## config.mk

```make
export PLATFORM = sky130hd
export DESIGN_NAME = ps2_uart_sched
export DESIGN_NICKNAME = d
export VERILOG_FILES = /design/src/rtl/ps2_uart_sched.sv
export SDC_FILE = /design/constraint.sdc
export NUM_CORES = 1
export LEC_CHECK = 0
export BUFFER_PORTS_ARGS = -buffer_cell sky130_fd_sc_hd__clkbuf_2
export CAP_MARGIN = 20
export CORE_ASPECT_RATIO = 0.5
export CORE_MARGIN = 2
export CORE_UTILIZATION = 40
export DETAILED_ROUTE_END_ITERATION = 10
export GPL_ROUTABILITY_DRIVEN = 0
export PLACE_DENSITY = 0.68
export SLEW_MARGIN = 30
export SYNTH_ARGS = -nofsm -noshare
export SYNTH_HDL_FRONTEND = slang
export SYNTH_SLANG_ARGS = --single-unit
```

## constraint.sdc

```tcl
create_clock -name i_clk -period 3.5 [get_ports i_clk]
set_clock_uncertainty 0.05 [all_clocks]
set_input_delay 0.525 -clock i_clk [delete_from_list [all_inputs] [get_ports i_clk]]
set_output_delay 0.525 -clock i_clk [all_outputs]
set_load 0.01 [all_outputs]
```

## src/rtl/ps2_uart_sched.sv

```systemverilog
// rtl/ps2_uart_sched.sv - PS/2 scan-code FIFO and UART character sequencer.
// Captures scan codes on ps2_state rising edges and emits them as ASCII hex (or raw) via a tx_start/tx_busy handshake.
module ps2_uart_sched #(
  parameter int FIFO_AW     = 2,
  parameter bit HEX_MODE    = 1'b1,
  parameter int ACK_TIMEOUT = 15
) (
  input  logic               i_clk,
  input  logic               i_rst_n,
  input  logic [7:0]         i_ps2_byte,
  input  logic               i_ps2_state,
  input  logic               i_tx_busy,
  output logic [7:0]         o_tx_data,
  output logic               o_tx_start,
  output logic               o_overflow,
  output logic [FIFO_AW:0]   o_fifo_cnt
);

  localparam int DEPTH = 1 << FIFO_AW;
  localparam int TW    = $clog2(ACK_TIMEOUT + 1);

  typedef enum logic [2:0] {
    S_IDLE, S_POP, S_LOAD, S_START, S_WAIT_ACK, S_WAIT_DONE
  } state_t;

  state_t               r_state;
  logic                 r_prev;
  logic [7:0]           r_mem [DEPTH];
  logic [FIFO_AW-1:0]   r_wr_ptr;
  logic [FIFO_AW-1:0]   r_rd_ptr;
  logic [FIFO_AW:0]     r_cnt;
  logic [7:0]           r_cur;
  logic                 r_brk;
  logic [7:0]           r_chars [4];
  logic [2:0]           r_nchar;
  logic [1:0]           r_idx;
  logic [TW-1:0]        r_tmo;

  logic                 w_push;
  logic                 w_pop;
  logic                 w_full;
  logic                 w_accept;
  logic                 w_last;
  logic [7:0]           w_head;
  logic                 w_prefix;

  function automatic logic [7:0] hex_char(input logic [3:0] n);
    return (n < 4'd10) ? (8'h30 + {4'h0, n}) : (8'h37 + {4'h0, n});
  endfunction

  assign w_push     = i_ps2_state & ~r_prev;
  assign w_pop      = (r_state == S_POP);
  assign w_full     = (r_cnt == (FIFO_AW+1)'(DEPTH));
  // A full FIFO still accepts when the same edge frees the head slot.
  assign w_accept   = w_push & (~w_full | w_pop);
  assign w_head     = r_mem[r_rd_ptr];
  assign w_prefix   = (w_head == 8'hF0) || (w_head == 8'hE0);
  assign w_last     = (({1'b0, r_idx} + 3'd1) == r_nchar);
  assign o_fifo_cnt = r_cnt;

  always_ff @(posedge i_clk) begin
    if (w_accept) begin
      r_mem[r_wr_ptr] <= i_ps2_byte;
    end
  end

  always_ff @(posedge i_clk or negedge i_rst_n) begin
    if (!i_rst_n) begin
      r_prev     <= 1'b0;
      r_wr_ptr   <= '0;
      r_rd_ptr   <= '0;
      r_cnt      <= '0;
      o_overflow <= 1'b0;
    end else begin
      r_prev <= i_ps2_state;
      if (w_accept) begin
        r_wr_ptr <= r_wr_ptr + 1'b1;
      end
      if (w_pop) begin
        r_rd_ptr <= r_rd_ptr + 1'b1;
      end
      case ({w_accept, w_pop})
        2'b10:   r_cnt <= r_cnt + 1'b1;
        2'b01:   r_cnt <= r_cnt - 1'b1;
        default: r_cnt <= r_cnt;
      endcase
      if (w_push && !w_accept) begin
        o_overflow <= 1'b1;
      end
    end
  end

  always_ff @(posedge i_clk or negedge i_rst_n) begin
    if (!i_rst_n) begin
      r_state    <= S_IDLE;
      r_cur      <= 8'h00;
      r_brk      <= 1'b0;
      r_chars[0] <= 8'h00;
      r_chars[1] <= 8'h00;
      r_chars[2] <= 8'h00;
      r_chars[3] <= 8'h00;
      r_nchar    <= 3'd0;
      r_idx      <= 2'd0;
      r_tmo      <= '0;
      o_tx_data  <= 8'h00;
      o_tx_start <= 1'b0;
    end else begin
      o_tx_start <= 1'b0;
      case (r_state)
        S_IDLE: begin
          if (r_cnt != '0) begin
            r_state <= S_POP;
          end
        end
        S_POP: begin
          r_cur <= w_head;
          r_idx <= 2'd0;
          if (HEX_MODE) begin
            r_chars[0] <= hex_char(w_head[7:4]);
            r_chars[1] <= hex_char(w_head[3:0]);
            r_chars[3] <= 8'h0A;
            if (w_prefix) begin
              r_chars[2] <= 8'h20;
              r_nchar    <= 3'd3;
              if (w_head == 8'hF0) begin
                r_brk <= 1'b1;
              end
            end else if (r_brk) begin
              r_chars[2] <= 8'h0D;
              r_nchar    <= 3'd4;
              r_brk      <= 1'b0;
            end else begin
              r_chars[2] <= 8'h20;
              r_nchar    <= 3'd3;
            end
          end else begin
            r_chars[0] <= w_head;
            r_nchar    <= 3'd1;
          end
          r_state <= S_LOAD;
        end
        S_LOAD: begin
          // Output registers land together so tx_start is high exactly in START.
          o_tx_data  <= r_chars[r_idx];
          o_tx_start <= 1'b1;
          r_state    <= S_START;
        end
        S_START: begin
          r_tmo   <= '0;
          r_state <= S_WAIT_ACK;
        end
        S_WAIT_ACK: begin
          if (i_tx_busy) begin
            r_state <= S_WAIT_DONE;
          end else if (r_tmo == TW'(ACK_TIMEOUT - 1)) begin
            if (w_last) begin
              r_state <= S_IDLE;
            end else begin
              r_idx   <= r_idx + 2'd1;
              r_state <= S_LOAD;
            end
          end else begin
            r_tmo <= r_tmo + 1'b1;
          end
        end
        S_WAIT_DONE: begin
          if (!i_tx_busy) begin
            if (w_last) begin
              r_state <= S_IDLE;
            end else begin
              r_idx   <= r_idx + 2'd1;
              r_state <= S_LOAD;
            end
          end
        end
        default: r_state <= S_IDLE;
      endcase
    end
  end

endmodule

```

==> key figures <==
Route
  – Initial DRC count: 110
  – Antenna Nets Post-Route: 0
  – DR vias: 2129
  – WL/cell: 14.5 um
  – First-pass iteration count of the detailed router: 4
  – Post-route DRC: 0
  – Final wirelength: 6.22 mm
  – Routed vias/inst: 4.97

Power
  – Worst vdd ir: 307 uV
  – Combinational fraction of design power: 32.1%
  – Tot Pwr: 3.76 mW
  – Sw Pwr: 1.27 mW
  – Switching Share: 33.7%
  – Pwr/cell area: 925 mW/mm^2
  – Leakage power total: 1.71 nW
  – Clk pwr share: 29.3%
  – Flop pwr share: 38.6%
  – Internal: 2.50 mW

STA
  – Slew headroom: 57.5%
  – Fmax: 0.360 GHz
  – RSZ-0062 raised after global routing: false
  – Tcrit/Tclk final: 79.3%
  – Final Max Tran Viols: 0
  – TNS Setup: 0 ns
  – Min setup slack post-route: 0.725 ns
  – Final min period: 2.78 ns
  – Worst-margin pin slew: 0.638 ns
  – Final Hold Fails: 0
  – Setup violators final: 0

Yosys
  – Area of the mapped netlist: 0.00350 mm^2
  – Distinct cells, synth: 45
  – Yosys warns: 0
  – Dominant cell type by area after synthesis: dfrtp_1
  – Syn_nets: 308
  – Register area share after synthesis: 59.0%
  – EDFF count, synth: 32
  – Asr flop ratio synth: 57.9%
  – Top post-synthesis cells by area: dfrtp_1 (31%), edfxtp_1 (27%), mux4_2 (5.2%)
  – FF+latch count, synth: 76
  – Cells after Synth: 282
  – Syn_area_per_cell: 12.4 um^2
  – Yosys top cell area share: 31.5%
  – Most used DFF post-synth: dfrtp_1

Worst setup path
  – Most used cell, CP: inv_1
  – Kind of critical path: reg -> reg
  – Crit path buffers/inverters: 2
  – CP max FO: 17
  – CP Launch Point: r_state[1]
  – CP startpoint kind: flip-flop
  – CP Capture Type: flip-flop
  – Ordered list of cells on the worst path: or3_1 > a311oi_4 > inv_1 > ha_1 > inv_1 > fa_1 > o21ai_0
  – Arrival @ worst endpoint: 2.97 ns
  – Worst path slowest cell: or3_1
  – WP data required: 3.69 ns
  – CP top delay family: compound AO/OA/AOI/OAI gates
  – Max stage delay on crit path: 0.67 ns
  – Worst r2r src: r_state[1]

Die
  – Die Span Y: 70.1 um
  – Die ar.: 0.00955 mm^2
  – IO Pins: 25
  – # rows: 24
  – Core area: 0.00859 mm^2
  – Die Span X: 136 um
  – Starting Density: 40.7%

Clock network
  – TritonCTS clock tree: done
  – TritonCTS buffer count: 9
  – # hold bufs at CTS: 0
  – Clk buf depth: 2
  – Worst skew pair latency: 0.33 ns
  – H-tree levels: 3
  – Post-CTS Setup Bufs: 0
  – Resize count post-CTS: 0
  – Clock-pin slew on the worst setup and hold paths: 0.05 ns
  – Root Buffer: clkbuf_16
  – Clock Sinks: 76

GRT
  – Vias in the first global route: 2151
  – GR Overflow Total: 0
  – Total GRT Usage: 14.4%
  – Global-route wire length before repair: 10.5 mm
  – Pin count of the biggest net entering global routing: 45
  – Initial antenna violation count: 0

Worst hold path
  – Hold WC Path Type: in -> async

Placement
  – Hpwl dp: 4.29 mm
  – Port Buf Inserts: 23
  – Pre-CTS WS: 0.739 ns

Finish
  – Antenna Cells: 0
  – Commonest non-fill, non-tap cell in the layout: dfrtp_1
  – Fin nets: 332
  – Fill cells: 786
  – Footprint of the multi-input gates: 0.00129 mm^2
  – Syn-to-layout area delta: 16.4%
  – Register Area: 0.00206 mm^2
  – Most frequent cells in the layout: dfrtp_1 (44), edfxtp_1 (32), nand2_1 (30)
  – Layout cell share with drive strength beyond 1: 18.0%

Run
  – Max Cap Viol: 0

Outcome
  – Outcome: finished, final reports clean
[per-layer routing]
layer | track usage [%] | part of all wire, % | vias to the layer above
li1 | - | - | 1045
met1 | 18.5 | 47 | 1031
met2 | 22.7 | 47 | 42
met3 | 4.65 | 4.5 | 11
met4 | 5.56 | 1.7 | 0
met5 | 0 | 0 | -
[synth_stat cells (all sizes together), types with 4 or more instances]
master	count
xor2	8
mux2	4
a21oi	12
ha	13
mux4	9
nand2	30
inv	20
a21o	4
dfrtp	44
nand3	9
nor2	18
and2	5
nand2b	5
xnor2	5
o21ai	15
or3	4
buf	7
edfxtp	32
clkbuf	4
[worst reg2reg max path: stages (launching register included)]
cell and delay [ns]:
dfrtp_1 0.49, or3_1 0.68, a311oi_4 0.52, inv_1 0.09, ha_1 0.23, inv_1 0.07
fa_1 0.40, o21ai_0 0.17
[power by group through the flow]
stage / Clock, mW / Combinational, mW / Sequential (mW)
after detailed placement: 0 / 1.20 / 1.47
final: 1.10 / 1.21 / 1.45
after CTS: 1.12 / 1.22 / 1.46
after global routing: 1.16 / 1.36 / 1.50
after floorplan: 0 / 1.00 / 1.36
after global placement: 0 / 1.15 / 1.45
[path summary, 6_finish.rpt]
path,endpoint,slack (ns),depth (start not counted)
min in group i_clk,r_prev,0.27,1
max in group asynchronous,r_chars[29],2.83,1
worst min-delay path,r_wr_ptr[0],0.17,1
worst max register to register,o_fifo_cnt[1],0.72,7
worst min register to register,o_tx_data[0],0.42,2
worst max-delay path,o_fifo_cnt[1],0.72,7
[cells by family (layout without fill, tap and decap cells)]
kind of cell	Yosys count	after routing	synth area share [%]
muxes	16	16	8.16
other	1	1	0.107
AOI/OAI and AO/OA	51	51	9.66
adders and majority gates	14	14	5.23
xor gates and xnor gates	13	13	3.26
DFF	76	76	59.0
and+or+nand+nor	79	79	10.5
buffers and inverters	32	61	4.08
[layout make-up]
type	instances	area share, %
multi-input combinational	174	31.7
sequential	76	50.7
tap	117	3.60
inverter	21	1.94
clock buffer	9	5.54
timing repair buffer	24	3.08
clock inverter	7	3.41
[sequential cells by signal, indices dropped and copies added (netlist names)]
register    cells
r_wr_ptr        2
r_rd_ptr        2
r_nchar         1
o_fifo_cnt      3
r_state         3
r_brk           1
r_idx           2
r_mem          32
r_chars        16
r_prev          1
o_overflow      1
o_tx_data       7
r_tmo           4
o_tx_start      1
[through the flow]
step                area (um^2)  std cells  hold WS [ns]  util [%]
floorplan                  3500        282         0.179         -
finish                     4070        428         0.171      47.4
global route               4070        428         0.227      47.4
global placement           3700        412         0.411      43.1
detailed placement         3700        412         0.420      43.1
CTS                        4070        428         0.192      47.4
Power figures use the tool's default switching activity.
